<file path="src/rtl/vs_spi_pkg.sv">
// Shared definitions for the VS-style SPI responder: SCI opcodes, register map,
// register reset values and the SCI frame state type.
package vs_spi_pkg;

   localparam logic [7:0] OP_WRITE = 8'h02;
   localparam logic [7:0] OP_READ  = 8'h03;

   localparam logic [3:0] ADDR_MODE   = 4'h0;
   localparam logic [3:0] ADDR_CLOCKF = 4'h3;
   localparam logic [3:0] ADDR_VOL    = 4'hB;

   localparam logic [15:0] MODE_DEFAULT   = 16'h0800;
   localparam logic [15:0] CLOCKF_DEFAULT = 16'h0000;
   localparam logic [15:0] VOL_DEFAULT    = 16'h0000;

   localparam int NUM_REGS = 16;

   typedef enum logic [2:0] {
      SCI_IDLE   = 3'd0,
      SCI_OPCODE = 3'd1,
      SCI_ADDR   = 3'd2,
      SCI_DATA   = 3'd3,
      SCI_DONE   = 3'd4
   } sci_state_e;

   function automatic logic [15:0] reg_default(input logic [3:0] addr);
      logic [15:0] value;
      case (addr)
         ADDR_MODE:   value = MODE_DEFAULT;
         ADDR_CLOCKF: value = CLOCKF_DEFAULT;
         ADDR_VOL:    value = VOL_DEFAULT;
         default:     value = 16'h0000;
      endcase
      return value;
   endfunction

endpackage

</file>
<file path="src/rtl/byte_fifo.sv">
// Synchronous byte FIFO with occupancy count and flush. A push into a full FIFO
// is dropped (flagged on dropped) unless a pop frees a slot in the same cycle.
module byte_fifo #(
   parameter int DEPTH = 64
) (
   input  logic                   clk,
   input  logic                   rst_n,
   input  logic                   srst,
   input  logic                   push,
   input  logic [7:0]             push_data,
   input  logic                   pop,
   output logic [7:0]             rd_data,
   output logic [$clog2(DEPTH):0] count,
   output logic                   empty,
   output logic                   dropped
);
   localparam int AW = $clog2(DEPTH);
   localparam int CW = AW + 1;

   logic [7:0]    mem_r [DEPTH];
   logic [AW-1:0] wr_ptr_r;
   logic [AW-1:0] rd_ptr_r;
   logic [CW-1:0] count_r;
   logic          empty_s;
   logic          full_s;
   logic          pop_s;
   logic          push_s;

   assign empty_s = (count_r == {CW{1'b0}});
   assign full_s  = (count_r == CW'(DEPTH));
   assign pop_s   = pop & ~empty_s;
   assign push_s  = push & (~full_s | pop_s);

   assign empty   = empty_s;
   assign count   = count_r;
   assign dropped = push & ~push_s;
   assign rd_data = empty_s ? 8'h00 : mem_r[rd_ptr_r];

   // Pointer and occupancy tracking; pointers wrap naturally at the power-of-two depth.
   always_ff @(posedge clk or negedge rst_n) begin
      if (!rst_n) begin
         wr_ptr_r <= {AW{1'b0}};
         rd_ptr_r <= {AW{1'b0}};
         count_r  <= {CW{1'b0}};
      end else if (srst) begin
         wr_ptr_r <= {AW{1'b0}};
         rd_ptr_r <= {AW{1'b0}};
         count_r  <= {CW{1'b0}};
      end else begin
         if (push_s) begin
            wr_ptr_r <= wr_ptr_r + AW'(1);
         end
         if (pop_s) begin
            rd_ptr_r <= rd_ptr_r + AW'(1);
         end
         case ({push_s, pop_s})
            2'b10:   count_r <= count_r + CW'(1);
            2'b01:   count_r <= count_r - CW'(1);
            default: count_r <= count_r;
         endcase
      end
   end

   // Storage array; contents are don't-care while empty, so it carries no reset.
   always_ff @(posedge clk) begin
      if (push_s) begin
         mem_r[wr_ptr_r] <= push_data;
      end
   end

endmodule

</file>
<file path="src/rtl/vs_spi_responder.sv">
// VS-style SPI responder: SCI register port plus SDI byte stream into a FIFO.
// Define SCI_READ_EN to build the opcode 0x03 register read-back on o_SO.
module vs_spi_responder
   import vs_spi_pkg::*;
#(
   parameter int FIFO_DEPTH  = 64,
   parameter int DREQ_MARGIN = 32,
   parameter int SCI_BUSY    = 16
) (
   input  logic        clk,
   input  logic        rst_n,
   input  logic        i_XRST,
   input  logic        i_XCS,
   input  logic        i_XDCS,
   input  logic        i_SCK,
   input  logic        i_SI,
   output logic        o_SO,
   output logic        o_DREQ,
   output logic [7:0]  o_data,
   output logic        o_data_valid,
   input  logic        i_data_ready,
   output logic [15:0] o_MODE,
   output logic [15:0] o_CLOCKF,
   output logic [15:0] o_VOL,
   output logic        o_overflow
);
   localparam int CW = $clog2(FIFO_DEPTH) + 1;
   localparam int BW = $clog2(SCI_BUSY + 1);

   logic [1:0] sck_sync_r;
   logic [1:0] si_sync_r;
   logic [1:0] xcs_sync_r;
   logic [1:0] xdcs_sync_r;
   logic [1:0] xrst_sync_r;
   logic       sck_d_r;
   logic       xcs_d_r;
   logic       si_s;
   logic       xcs_s;
   logic       xdcs_s;
   logic       srst_s;
   logic       sck_rise_s;
   logic       xcs_fall_s;
   logic       xcs_rise_s;

   // Two-flop synchronizers plus edge history; chip selects reset to their idle (high) level.
   always_ff @(posedge clk or negedge rst_n) begin
      if (!rst_n) begin
         sck_sync_r  <= 2'b00;
         si_sync_r   <= 2'b00;
         xcs_sync_r  <= 2'b11;
         xdcs_sync_r <= 2'b11;
         xrst_sync_r <= 2'b00;
         sck_d_r     <= 1'b0;
         xcs_d_r     <= 1'b1;
      end else begin
         sck_sync_r  <= {sck_sync_r[0], i_SCK};
         si_sync_r   <= {si_sync_r[0], i_SI};
         xcs_sync_r  <= {xcs_sync_r[0], i_XCS};
         xdcs_sync_r <= {xdcs_sync_r[0], i_XDCS};
         xrst_sync_r <= {xrst_sync_r[0], i_XRST};
         sck_d_r     <= sck_sync_r[1];
         xcs_d_r     <= xcs_sync_r[1];
      end
   end

   assign si_s       = si_sync_r[1];
   assign xcs_s      = xcs_sync_r[1];
   assign xdcs_s     = xdcs_sync_r[1];
   assign srst_s     = ~xrst_sync_r[1];
   assign sck_rise_s = sck_sync_r[1] & ~sck_d_r;
   assign xcs_fall_s = ~xcs_s & xcs_d_r;
   assign xcs_rise_s = xcs_s & ~xcs_d_r;

   sci_state_e  state_r;
   sci_state_e  state_next;
   logic [4:0]  bit_cnt_r;
   logic [14:0] sci_shift_r;
   logic [15:0] shift_next_s;
   logic        is_write_r;
   logic [7:0]  addr_r;
   logic        wr_en_r;
   logic [3:0]  wr_addr_r;
   logic [15:0] wr_data_r;
   logic        sci_bit_s;
   logic        in_frame_s;
   logic        opcode_ok_s;
   logic [15:0] regs_r [NUM_REGS];

   assign sci_bit_s    = sck_rise_s & ~xcs_s;
   assign shift_next_s = {sci_shift_r, si_s};
   assign in_frame_s   = (state_r == SCI_OPCODE) || (state_r == SCI_ADDR) || (state_r == SCI_DATA);

`ifdef SCI_READ_EN
   assign opcode_ok_s = (shift_next_s[7:0] == OP_WRITE) || (shift_next_s[7:0] == OP_READ);
`else
   assign opcode_ok_s = (shift_next_s[7:0] == OP_WRITE);
`endif

   // SCI frame state register.
   always_ff @(posedge clk or negedge rst_n) begin
      if (!rst_n) begin
         state_r <= SCI_IDLE;
      end else if (srst_s) begin
         state_r <= SCI_IDLE;
      end else begin
         state_r <= state_next;
      end
   end

   // SCI next state: XCS rising always aborts back to IDLE.
   always_comb begin
      state_next = state_r;
      if (xcs_rise_s) begin
         state_next = SCI_IDLE;
      end else begin
         case (state_r)
            SCI_IDLE: begin
               if (xcs_fall_s) state_next = SCI_OPCODE;
               else            state_next = SCI_IDLE;
            end
            SCI_OPCODE: begin
               if (sci_bit_s && (bit_cnt_r == 5'd7)) begin
                  if (opcode_ok_s) state_next = SCI_ADDR;
                  else             state_next = SCI_DONE;
               end else begin
                  state_next = SCI_OPCODE;
               end
            end
            SCI_ADDR: begin
               if (sci_bit_s && (bit_cnt_r == 5'd15)) state_next = SCI_DATA;
               else                                   state_next = SCI_ADDR;
            end
            SCI_DATA: begin
               if (sci_bit_s && (bit_cnt_r == 5'd31)) state_next = SCI_DONE;
               else                                   state_next = SCI_DATA;
            end
            SCI_DONE: state_next = SCI_DONE;
            default:  state_next = SCI_IDLE;
         endcase
      end
   end

   // SCI shift/capture; the register write strobe fires one clk after the 32nd bit.
   always_ff @(posedge clk or negedge rst_n) begin
      if (!rst_n) begin
         bit_cnt_r   <= 5'd0;
         sci_shift_r <= 15'h0000;
         is_write_r  <= 1'b0;
         addr_r      <= 8'h00;
         wr_en_r     <= 1'b0;
         wr_addr_r   <= 4'h0;
         wr_data_r   <= 16'h0000;
      end else if (srst_s) begin
         bit_cnt_r   <= 5'd0;
         sci_shift_r <= 15'h0000;
         is_write_r  <= 1'b0;
         addr_r      <= 8'h00;
         wr_en_r     <= 1'b0;
         wr_addr_r   <= 4'h0;
         wr_data_r   <= 16'h0000;
      end else begin
         wr_en_r <= 1'b0;
         if (xcs_fall_s) begin
            bit_cnt_r <= 5'd0;
         end else if (sci_bit_s && in_frame_s) begin
            bit_cnt_r   <= bit_cnt_r + 5'd1;
            sci_shift_r <= shift_next_s[14:0];
         end
         if (sci_bit_s && (state_r == SCI_OPCODE) && (bit_cnt_r == 5'd7)) begin
            is_write_r <= (shift_next_s[7:0] == OP_WRITE);
         end
         if (sci_bit_s && (state_r == SCI_ADDR) && (bit_cnt_r == 5'd15)) begin
            addr_r <= shift_next_s[7:0];
         end
         if (sci_bit_s && (state_r == SCI_DATA) && (bit_cnt_r == 5'd31) &&
             is_write_r && (addr_r[7:4] == 4'h0)) begin
            wr_en_r   <= 1'b1;
            wr_addr_r <= addr_r[3:0];
            wr_data_r <= shift_next_s;
         end
      end
   end

   // SCI register file.
   always_ff @(posedge clk or negedge rst_n) begin
      if (!rst_n) begin
         for (int i = 0; i < NUM_REGS; i++) regs_r[i] <= reg_default(4'(i));
      end else if (srst_s) begin
         for (int i = 0; i < NUM_REGS; i++) regs_r[i] <= reg_default(4'(i));
      end else if (wr_en_r) begin
         regs_r[wr_addr_r] <= wr_data_r;
      end
   end

   assign o_MODE   = regs_r[ADDR_MODE];
   assign o_CLOCKF = regs_r[ADDR_CLOCKF];
   assign o_VOL    = regs_r[ADDR_VOL];

`ifdef SCI_READ_EN
   logic [15:0] so_shift_r;
   logic [4:0]  so_cnt_r;
   logic        so_r;
   logic        sck_fall_s;

   assign sck_fall_s = ~sck_sync_r[1] & sck_d_r;

   // Read-back shifter: loads after the address byte, presents one bit per SCK fall.
   always_ff @(posedge clk or negedge rst_n) begin
      if (!rst_n) begin
         so_shift_r <= 16'h0000;
         so_cnt_r   <= 5'd0;
         so_r       <= 1'b0;
      end else if (srst_s || xcs_s) begin
         so_shift_r <= 16'h0000;
         so_cnt_r   <= 5'd0;
         so_r       <= 1'b0;
      end else if (sci_bit_s && (state_r == SCI_ADDR) && (bit_cnt_r == 5'd15) && !is_write_r) begin
         so_shift_r <= (shift_next_s[7:4] == 4'h0) ? regs_r[shift_next_s[3:0]] : 16'h0000;
         so_cnt_r   <= 5'd16;
      end else if (sck_fall_s) begin
         if (so_cnt_r != 5'd0) begin
            so_r       <= so_shift_r[15];
            so_shift_r <= {so_shift_r[14:0], 1'b0};
            so_cnt_r   <= so_cnt_r - 5'd1;
         end else begin
            so_r <= 1'b0;
         end
      end
   end

   assign o_SO = so_r;
`else
   assign o_SO = 1'b0;
`endif

   logic [6:0] sdi_shift_r;
   logic [2:0] sdi_cnt_r;
   logic       push_r;
   logic [7:0] push_data_r;
   logic       sdi_active_s;

   assign sdi_active_s = ~xdcs_s & xcs_s;

   // SDI byte assembly; SCI has priority and a partial byte is dropped when XDCS is high.
   always_ff @(posedge clk or negedge rst_n) begin
      if (!rst_n) begin
         sdi_shift_r <= 7'h00;
         sdi_cnt_r   <= 3'd0;
         push_r      <= 1'b0;
         push_data_r <= 8'h00;
      end else if (srst_s) begin
         sdi_shift_r <= 7'h00;
         sdi_cnt_r   <= 3'd0;
         push_r      <= 1'b0;
         push_data_r <= 8'h00;
      end else begin
         push_r <= 1'b0;
         if (xdcs_s) begin
            sdi_cnt_r <= 3'd0;
         end else if (sck_rise_s && sdi_active_s) begin
            sdi_shift_r <= {sdi_shift_r[5:0], si_s};
            sdi_cnt_r   <= sdi_cnt_r + 3'd1;
            if (sdi_cnt_r == 3'd7) begin
               push_r      <= 1'b1;
               push_data_r <= {sdi_shift_r, si_s};
            end
         end
      end
   end

   logic [CW-1:0] fifo_count_s;
   logic [CW-1:0] free_s;
   logic          fifo_empty_s;
   logic          fifo_dropped_s;
   logic          pop_s;

   assign pop_s        = ~fifo_empty_s & i_data_ready;
   assign o_data_valid = ~fifo_empty_s;
   assign free_s       = CW'(FIFO_DEPTH) - fifo_count_s;

   byte_fifo #(
      .DEPTH (FIFO_DEPTH)
   ) u_fifo (
      .clk       (clk),
      .rst_n     (rst_n),
      .srst      (srst_s),
      .push      (push_r),
      .push_data (push_data_r),
      .pop       (pop_s),
      .rd_data   (o_data),
      .count     (fifo_count_s),
      .empty     (fifo_empty_s),
      .dropped   (fifo_dropped_s)
   );

   logic [BW-1:0] busy_r;
   logic [BW-1:0] busy_next_s;
   logic          dreq_r;
   logic          overflow_r;

   // Busy countdown after each register write.
   always_comb begin
      busy_next_s = busy_r;
      if (wr_en_r) begin
         busy_next_s = BW'(SCI_BUSY);
      end else if (busy_r != {BW{1'b0}}) begin
         busy_next_s = busy_r - BW'(1);
      end else begin
         busy_next_s = busy_r;
      end
   end

   // Busy counter, DREQ (uses next busy so it drops on the write cycle) and sticky overflow.
   always_ff @(posedge clk or negedge rst_n) begin
      if (!rst_n) begin
         busy_r     <= {BW{1'b0}};
         dreq_r     <= 1'b0;
         overflow_r <= 1'b0;
      end else if (srst_s) begin
         busy_r     <= {BW{1'b0}};
         dreq_r     <= 1'b0;
         overflow_r <= 1'b0;
      end else begin
         busy_r     <= busy_next_s;
         dreq_r     <= (free_s >= CW'(DREQ_MARGIN)) && (busy_next_s == {BW{1'b0}});
         overflow_r <= overflow_r | fifo_dropped_s;
      end
   end

   assign o_DREQ     = dreq_r;
   assign o_overflow = overflow_r;

endmodule

</file>
<file path="config.mk">
export PLATFORM = sky130hd
export DESIGN_NAME = vs_spi_responder
export DESIGN_NICKNAME = d
export VERILOG_FILES = /design/src/rtl/vs_spi_pkg.sv /design/src/rtl/byte_fifo.sv /design/src/rtl/vs_spi_responder.sv
export SDC_FILE = /design/constraint.sdc
export NUM_CORES = 1
export LEC_CHECK = 0
export ABC_CLOCK_PERIOD_IN_PS = 3900
export CORE_ASPECT_RATIO = 1.75
export CORE_MARGIN = 3
export CORE_UTILIZATION = 45
export DETAILED_ROUTE_END_ITERATION = 10
export GPL_ROUTABILITY_DRIVEN = 0
export PLACE_DENSITY_LB_ADDON = 0.05
export SYNTH_ARGS = -nofsm -noshare
export SYNTH_HDL_FRONTEND = slang
export SYNTH_SLANG_ARGS = --single-unit
export TNS_END_PERCENT = 30
</file>
<file path="constraint.sdc">
create_clock -name clk -period 3.9 [get_ports clk]
set_input_delay 0.78 -clock clk [delete_from_list [all_inputs] [get_ports clk]]
set_output_delay 0.78 -clock clk [all_outputs]
set_load 0.005 [all_outputs]
</file>
==> results.md, run 1 <==
- **total number of placement rows** 117
- **P_sw** 2.65 mW
- **pin count of the biggest net entering global routing** 85
- **final-report setup violation count** 2
- **share of synthesized area spent on multiplexers** 12.6%
- **Critical Path Start** u_fifo.rd_ptr_r[0]$_DFFE_PN0P_
- **Yosys top cell by area** sky130_fd_sc_hd__edfxtp_1
- **leakage power summed over all cells** 11.4 nW
- **share of the synthesized netlist area taken by xor and xnor gates** 0.525%
- **Synthesized Nets** 1649
- **worst slew margin relative to its limit** 18.5%
- **Syn Inst Count** 1627
- **TNS Setup** -0.0415 ns
- **clock slew seen by the registers of the worst setup and hold paths** 0.07 ns
- **Die Span X** 190 um
- **beginning of the worst register-to-register path** u_fifo.count[1]$_DFFE_PN0P_
- **cell types occupying the most area after synthesis** sky130_fd_sc_hd__edfxtp_1 58%, sky130_fd_sc_hd__dfrtp_1 14%, sky130_fd_sc_hd__mux4_2 8.1%
- **post-synthesis area per instance** 16.4 um2
- **CTS root buf** sky130_fd_sc_hd__clkbuf_16
- **largest family of logic cells by synthesized area** multiplexers
- **total inserted antenna cells** 0
- **switching share of power** 19.7%
- **area fraction of the dominant cell type after synthesis** 57.6%
- **endpoint type of the worst setup path** output port
- **violated checks** setup timing
- **first-pass GRT wire length** 102 mm
- **number of placed instances with taps included** 2500
- **Simple-Gate Fraction of Synth Area** 5.98%
- **buffer depth of the longest clock path** 3
- **share of flip-flops with an asynchronous set or reset after synthesis** 23.6%
- **hpwl dp** 44.3 mm
- **detailed-route vias per instance** 5.61
- **number of pins with negative max-slew slack in the final report** 0
- **endpoint required time on the critical path** 3.12 ns
- **worst reg-to-reg setup slack** 0.60 ns
- **Reg2Reg Capture Point** u_fifo.count[6]$_DFFE_PN0P_
- **synthesized cell area** 26700 um2
- **worst slew pin tran** 1.22 ns
- **cell internal pwr** 10.8 mW
- **clock tree from TritonCTS** built
- **share of cells above drive strength 1** 22.7%
- **fraction of power consumed by the clock network** 42.6%
- **WS Path Type** flip-flop to output port
- **final non-filler cell total** 2652
- **Worst Hold Slack** 0.203 ns
- **post-detailed-route count of antenna-violating nets** 0
- **Die H** 328 um
- **unique cell type count in the Yosys netlist** 64
- **mean routed wirelength per cell** 25.5 um
- **Max-Cap Viols** 0
- **most common cell in the synthesized netlist** sky130_fd_sc_hd__edfxtp_1
- **vias** 14886
- **adder and majority gate portion of the synthesized area** 0.684%
- **Clock Latency Late Sink** 0.62 ns
- **starting density of the core** 45.7%
- **Final min period** 3.92 ns
- **R2R depth** 9
- **critical path startpoint category** flip-flop
- **Worst Slack Setup Final** -0.0235 ns
- **unrepaired setup endpoints after global routing** yes
- **Remaining Overflow, GRT** 0
- **run status** finished with violations
- **complex-gate fraction of the synthesized area** 5.97%
- **maximum clock frequency** 255 MHz
- **critical path endpoint** o_data[2]
- **total power density per cell area** 425 nW/um2
- **worst ir drop on vdd** 0.000387 V
- **DRC Markers** 0
- **portion of total power attributed to combinational logic** 0.7%
- **Final Skew** 0.0167 ns
- **count of routing violations after the opening detailed-route iteration** 1137
- **antenna violations before repair** 0
- **final worst-path cycle share** 101%
- **Net count, final** 1853
- **total chip power** 13.4 mW
- **clock sink total** 670
- **CP arrival** 3.14 ns
- **PortBufs** 66
- **most common library cells after synthesis** 512 x sky130_fd_sc_hd__edfxtp_1, 156 x sky130_fd_sc_hd__nor2_1, 152 x sky130_fd_sc_hd__dfrtp_1, 121 x sky130_fd_sc_hd__mux2i_1, 111 x sky130_fd_sc_hd__nand2_1
- **endpoints failing hold** 0
- **worst hold path type** input pin to asynchronous set/reset pin
- **final routed wirelength across all metal layers** 67.6 mm
- **CTS Buf Count** 59
- **area growth from synthesis to layout** 18.3%
- **proportion of synthesized chip area in sequential cells** 72.4%
- **count of warnings emitted by yosys** 0
- **number of flops mapped to enable cells by yosys** 512
- **fraction of power consumed by sequential logic** 56.7%
- **count of TritonRoute iterations in the first routing pass** 5
- **number of global-route vias before repair** 15585
- **count of filler cells inserted in the layout** 4706
- **Floorplan Core Area** 58400 um2
- **highest fanout seen on the critical path** 10
- **flip-flop and latch count after synthesis** 670
- **main flop type after synthesis** sky130_fd_sc_hd__edfxtp_1
- **full die area** 62400 um2
- **H-tree level count** 2
- **aggregate global-route resource usage** 21.9%
- **top-level I/O count** 68
-- per-stage QoR --
stage	instance area [um2]	utilization [%]	setup WS, ns
finish	31600	54.1	-0.0235
global route	31600	54.1	-0.107
CTS	31400	53.8	-0.127
detailed placement	29100	49.8	0.123
global placement	29100	49.8	0.130
floorplan	26700	-	0.953
-- critical path, cell delays in order (launching register included) --
cell,delay [ns]
sky130_fd_sc_hd__dfrtp_4,0.54
sky130_fd_sc_hd__buf_16,0.17
sky130_fd_sc_hd__buf_4,0.11
sky130_fd_sc_hd__mux4_2,0.47
sky130_fd_sc_hd__a22o_1,0.27
sky130_fd_sc_hd__a211oi_2,0.21
sky130_fd_sc_hd__a21o_1,0.23
sky130_fd_sc_hd__o22ai_2,0.12
sky130_fd_sc_hd__buf_4,0.15
sky130_fd_sc_hd__dlygate4sd2_1,0.25
-- flip-flops by register name, summed over array words and instances (netlist names), 7 cells and up --
signal and cells:
u_fifo.count 7, o_MODE 16, o_VOL 16, addr_r 8, u_fifo.mem_r 512, push_data_r 8
wr_data_r 16, o_CLOCKF 16, sci_shift_r 15, sdi_shift_r 7
-- layout by cell type (no fill, tap or decap), types with 6 or more instances in the layout --
master                            Yosys  routed
sky130_fd_sc_hd__inv_1               10      10
sky130_fd_sc_hd__xnor2_1              9       9
sky130_fd_sc_hd__dfstp_2              6       6
sky130_fd_sc_hd__xor2_1               7       7
sky130_fd_sc_hd__nand2b_1             7       7
sky130_fd_sc_hd__o21ai_0             24      23
sky130_fd_sc_hd__dfrtp_1            152     141
sky130_fd_sc_hd__clkdlybuf4s50_1      0      58
sky130_fd_sc_hd__a22o_1              13      12
sky130_fd_sc_hd__buf_4               11     150
sky130_fd_sc_hd__nand3_1             19      19
sky130_fd_sc_hd__clkinv_1             1      12
sky130_fd_sc_hd__a211oi_2             0      17
sky130_fd_sc_hd__ha_1                13      13
sky130_fd_sc_hd__nor3_1               8       7
sky130_fd_sc_hd__a211oi_1            37      19
sky130_fd_sc_hd__edfxtp_1           512     512
sky130_fd_sc_hd__o221ai_1            16      16
sky130_fd_sc_hd__nand2_1            111     110
sky130_fd_sc_hd__dfrtp_2              0       9
sky130_fd_sc_hd__a22oi_2              0       6
sky130_fd_sc_hd__or3_1                8       7
sky130_fd_sc_hd__mux2i_1            121     121
sky130_fd_sc_hd__nor2_1             156     155
sky130_fd_sc_hd__clkbuf_1            64      17
sky130_fd_sc_hd__mux4_2              96      96
sky130_fd_sc_hd__a21oi_1             78      78
sky130_fd_sc_hd__buf_12               0      13
sky130_fd_sc_hd__buf_6                0       7
sky130_fd_sc_hd__clkinv_2             0       6
sky130_fd_sc_hd__o22ai_1             19      15
sky130_fd_sc_hd__a21o_1              13      13
sky130_fd_sc_hd__clkbuf_16            0      60
sky130_fd_sc_hd__a22oi_1             19      13
-- timing repair --
action / 4_1_cts / 5_1_grt
pin swaps: 11 / 5
hold buffers: 0 / 0
gates resized for setup: 51 / 13
buffers inserted: 21 / 18
cloned: 5 / 0
setup endpoints to repair: 8 / 7
-- layer usage --
| metal | share of wire [%] | vias to the layer above | track usage [%] |
|---|---|---|---|
| met2 | 56 | 328 | 41.5 |
| met4 | 3.2 | 0 | 7.19 |
| li1 | - | 6686 | - |
| met1 | 37 | 7777 | 25.6 |
| met3 | 3.9 | 95 | 2.67 |
| met5 | 0 | - | 0 |
-- cells by family (layout without fill, tap and decap cells) --
kind of cell / count (synthesis) / in the layout
AO/OA/AOI/OAI: 242 / 242
XOR/XNOR: 16 / 16
adder cells (fa/ha/maj): 14 / 14
buffers and inverters: 109 / 361
flip-flops: 670 / 670
multiplexers: 217 / 217
other: 1 / 1
AND/OR/NAND/NOR: 358 / 358
-- cell type report --
| cell class | count | area [um2] | share of cell area, % |
|---|---|---|---|
| inverters | 11 | 43.8 | 0.139 |
| flip-flops and latches | 670 | 19400 | 61.3 |
| clock buffers | 77 | 1570 | 4.96 |
| repair buffers | 241 | 2260 | 7.16 |
| clock inverters | 32 | 299 | 0.947 |
| well taps | 773 | 967 | 3.06 |
| multi-input cells | 848 | 7090 | 22.4 |
-- power groups by stage --
stage	clock network [mW]	logic [mW]	registers [mW]
finish	5.73	0.0885	7.62
global route	6.12	0.101	7.61
CTS	5.88	0.0926	7.62
detailed placement	0	0.0922	7.77
global placement	0	0.0908	7.77
floorplan	0	0.0370	7.76
-- worst min-delay path by stage --
stage                     cells after the start                 endpoint                    start  slack, ns
final                                         1    o_VOL[11]$_DFFE_PN0P_                    rst_n       0.20
after floorplan                               0  sck_sync_r[1]$_DFF_PN0_  sck_sync_r[0]$_DFF_PN0_       0.33
after CTS                                     1    o_VOL[12]$_DFFE_PN0P_                    rst_n       0.22
after detailed placement                      0   si_sync_r[1]$_DFF_PN0_   si_sync_r[0]$_DFF_PN0_       0.33
after global placement                        0   si_sync_r[1]$_DFF_PN0_   si_sync_r[0]$_DFF_PN0_       0.34
after global routing                          1    o_VOL[11]$_DFFE_PN0P_                    rst_n       0.25
(Power assumes the default switching activity.)
==> run 2: changes to the inputs <==
--- a/config.mk
+++ b/config.mk
@@ -11,6 +11,7 @@
 export CORE_UTILIZATION = 45
 export DETAILED_ROUTE_END_ITERATION = 10
 export GPL_ROUTABILITY_DRIVEN = 0
+export HOLD_SLACK_MARGIN = 0.05
 export PLACE_DENSITY_LB_ADDON = 0.05
 export SYNTH_ARGS = -nofsm -noshare
 export SYNTH_HDL_FRONTEND = slang
==> results of run 2 <==
Same layout as run 1: the final DEF is identical, and so are final timing and power.
==> run 3: changes to the inputs <==
--- a/config.mk
+++ b/config.mk
@@ -6,9 +6,10 @@
 export NUM_CORES = 1
 export LEC_CHECK = 0
 export ABC_CLOCK_PERIOD_IN_PS = 3900
+export CAP_MARGIN = 25
 export CORE_ASPECT_RATIO = 1.75
 export CORE_MARGIN = 3
-export CORE_UTILIZATION = 45
+export CORE_UTILIZATION = 39
 export DETAILED_ROUTE_END_ITERATION = 10
 export GPL_ROUTABILITY_DRIVEN = 0
 export HOLD_SLACK_MARGIN = 0.05
==> results.md, run 3 (synthesis results as in run 1) <==
- **run status** finished with violations, unchanged
- **violated checks** setup timing, unchanged
- **endpoint type of the worst setup path** output port, unchanged
- **clock sink total** 670, unchanged
- **count of TritonRoute iterations in the first routing pass** 5, unchanged
- **clock slew seen by the registers of the worst setup and hold paths** 0.06 ns, was 0.07 ns
- **antenna violations before repair** 0, unchanged
- **most flop-heavy register** u_fifo.mem_r, unchanged
- **number of global-route vias before repair** 15846, was 15585
- **final-report setup violation count** 1, was 2
- **Remaining Overflow, GRT** 0, unchanged
- **P_sw** 2.76 mW, was 2.65 mW
- **Net count, final** 1849, was 1853
- **worst slew pin tran** 1.08 ns, was 1.22 ns
- **total inserted antenna cells** 0, unchanged
- **mean routed wirelength per cell** 26.3 um, was 25.5 um
- **Final min period** 3.90 ns, was 3.92 ns
- **first-pass GRT wire length** 108 mm, was 102 mm
- **most frequent standard cell in the layout excluding fill and tap cells** sky130_fd_sc_hd__edfxtp_1, unchanged
- **share of cells above drive strength 1** 22.7%, about the same
- **vias** 14921, was 14886
- **worst hold path type** input pin to asynchronous set/reset pin, unchanged
- **total chip power** 14.0 mW, was 13.4 mW
- **worst ir drop on vdd** 0.000324 V, was 0.000387 V
- **unrepaired setup endpoints after global routing** yes, unchanged
- **starting density of the core** 39.5%, was 45.7%
- **total power density per cell area** 437 nW/um2, was 425 nW/um2
- **DRC Markers** 0, unchanged
- **Final Skew** 0.0232 ns, was 0.0167 ns
- **max FFs per register** 512, unchanged
- **H-tree level count** 3, was 2
- **Floorplan Core Area** 67600 um2, was 58400 um2
- **number of placed instances with taps included** 2630, was 2500
- **detailed-route vias per instance** 5.38, was 5.61
- **dpl cell area** 29400 um2, was 29100 um2
- **highest fanout seen on the critical path** 7, was 10
- **endpoints failing hold** 0, unchanged
- **Layout Cell Area excl Fill** 32100 um2, was 31600 um2
- **worst slew margin relative to its limit** 27.4%, was 18.5%
- **buffer depth of the longest clock path** 3, unchanged
- **CTS Buf Count** 67, was 59
- **CP arrival** 3.12 ns, was 3.14 ns
- **fraction of power consumed by the clock network** 45.0%, was 42.6%
- **top-level I/O count** 68, unchanged
- **switching share of power** 19.7%, about the same
- **hpwl dp** 48.3 mm, was 44.3 mm
- **Worst Slack Setup Final** -0.00000711 ns, was -0.0235 ns
- **leakage power summed over all cells** 11.6 nW, was 11.4 nW
- **critical path startpoint category** flip-flop, unchanged
- **CTS root buf** sky130_fd_sc_hd__clkbuf_16, unchanged
- **count of routing violations after the opening detailed-route iteration** 924, was 1137
- **Clock Latency Late Sink** 0.61 ns, was 0.62 ns
- **cell internal pwr** 11.3 mW, was 10.8 mW
- **portion of total power attributed to combinational logic** 0.7%, about the same
- **PortBufs** 66, unchanged
- **Worst Hold Slack** 0.205 ns, was 0.203 ns
- **Die Span X** 204 um, was 190 um
- **number of pins with negative max-slew slack in the final report** 0, unchanged
- **clock tree from TritonCTS** built, unchanged
- **aggregate global-route resource usage** 20.5%, was 21.9%
- **Critical Path Start** u_fifo.rd_ptr_r[0]$_DFFE_PN0P_, unchanged
- **full die area** 71800 um2, was 62400 um2
- **count of filler cells inserted in the layout** 5812, was 4706
- **final worst-path cycle share** 100%, was 101%
- **fraction of power consumed by sequential logic** 54.3%, was 56.7%
- **maximum clock frequency** 256 MHz, was 255 MHz
- **final non-filler cell total** 2772, was 2652
- **FF+latch area** 19400 um2, about the same
- **final routed wirelength across all metal layers** 73.0 mm, was 67.6 mm
- **Die H** 352 um, was 328 um
- **beginning of the worst register-to-register path** u_fifo.count[1]$_DFFE_PN0P_, unchanged
- **WS Path Type** flip-flop to output port, unchanged
- **area growth from synthesis to layout** 20.4%, was 18.3%
- **area occupied by multi-input gates** 7190 um2, was 7090 um2
- **pin count of the biggest net entering global routing** 78, was 85
- **top library cells by usage in the layout, fill and taps aside** 512 x sky130_fd_sc_hd__edfxtp_1, 155 x sky130_fd_sc_hd__nor2_1, 142 x sky130_fd_sc_hd__dfrtp_1, 129 x sky130_fd_sc_hd__buf_4, 120 x sky130_fd_sc_hd__mux2i_1, was 512 x sky130_fd_sc_hd__edfxtp_1, 155 x sky130_fd_sc_hd__nor2_1, 150 x sky130_fd_sc_hd__buf_4, 141 x sky130_fd_sc_hd__dfrtp_1, 121 x sky130_fd_sc_hd__mux2i_1
- **TNS Setup** -0.00000711 ns, was -0.0415 ns
- **total number of placement rows** 126, was 117
- **Max-Cap Viols** 0, unchanged
- **post-detailed-route count of antenna-violating nets** 0, unchanged
- **endpoint required time on the critical path** 3.12 ns, about the same
[run 3: cell count changes in the layout (fill, tap and decap cells not counted), sizes merged, moves of 2 or more]
cell / delta
clkbuf: +14
dlygate4sd2: +3
buf: -17
clkinv: +2
bufbuf: +2
clkinvlp: -5
[run 3: worst paths after layout]
check,end,slack (ns),depth (start not counted)
max,o_data[0],-0.000007,8
min,o_CLOCKF[12]$_DFFE_PN0P_,0.21,1
max reg2reg,u_fifo.count[6]$_DFFE_PN0P_,0.49,9
min reg2reg,sck_sync_r[1]$_DFF_PN0_,0.34,0
max in group asynchronous,xcs_sync_r[1]$_DFF_PN1_,2.87,2
min in group clk,sck_sync_r[1]$_DFF_PN0_,0.34,0
[run 3: critical path: stages (launching register included)]
cell,delay (ns)
sky130_fd_sc_hd__dfrtp_4,0.54
sky130_fd_sc_hd__buf_4,0.20
sky130_fd_sc_hd__buf_4,0.14
sky130_fd_sc_hd__mux4_2,0.48
sky130_fd_sc_hd__a22o_1,0.27
sky130_fd_sc_hd__a211oi_2,0.25
sky130_fd_sc_hd__a211o_1,0.19
sky130_fd_sc_hd__o21ai_0,0.13
sky130_fd_sc_hd__dlygate4sd2_1,0.29
[run 3: area by class of cell]
cell class / instances / share of cell area, %
clock buffer: 89 / 5.83
clock inverter: 29 / 0.740
inverter: 11 / 0.136
multi-input combinational: 848 / 22.4
sequential: 670 / 60.2
tap: 896 / 3.49
timing repair buffer: 229 / 7.21
[run 3: per-stage QoR]
stage | util (%) | setup slack (ns)
global route | 47.5 | -0.0736
detailed placement | 43.4 | 0.120
global placement | 43.3 | 0.123
finish | 47.5 | -0.00000711
CTS | 47.4 | -0.0996
floorplan | - | 0.953
[run 3: layer usage]
metal  global-route usage, %  share of wire, %
met5                       0                 0
met4                    7.62               3.4
met3                    2.80               3.2
met2                    38.7                56
met1                    23.2                37
[run 3: timing repair]
action                                  CTS  global route
gates resized for setup                  70             8
endpoints found under the setup margin    8             6
buffers inserted                         15             2
hold buffers                              0             0
gates cloned                              5             1
pin swaps                                 6             5
[run 3: power groups by stage]
| stage | clock network [mW] | logic (mW) | registers [mW] |
|---|---|---|---|
| 4_1_cts | 6.51 | 0.0977 | 7.62 |
| 3_3_place_gp | 0 | 0.0957 | 7.76 |
| 3_5_place_dp | 0 | 0.0974 | 7.76 |
| 6_report | 6.32 | 0.0930 | 7.62 |
| 2_1_floorplan | 0 | 0.0370 | 7.76 |
| 5_1_grt | 6.78 | 0.105 | 7.61 |
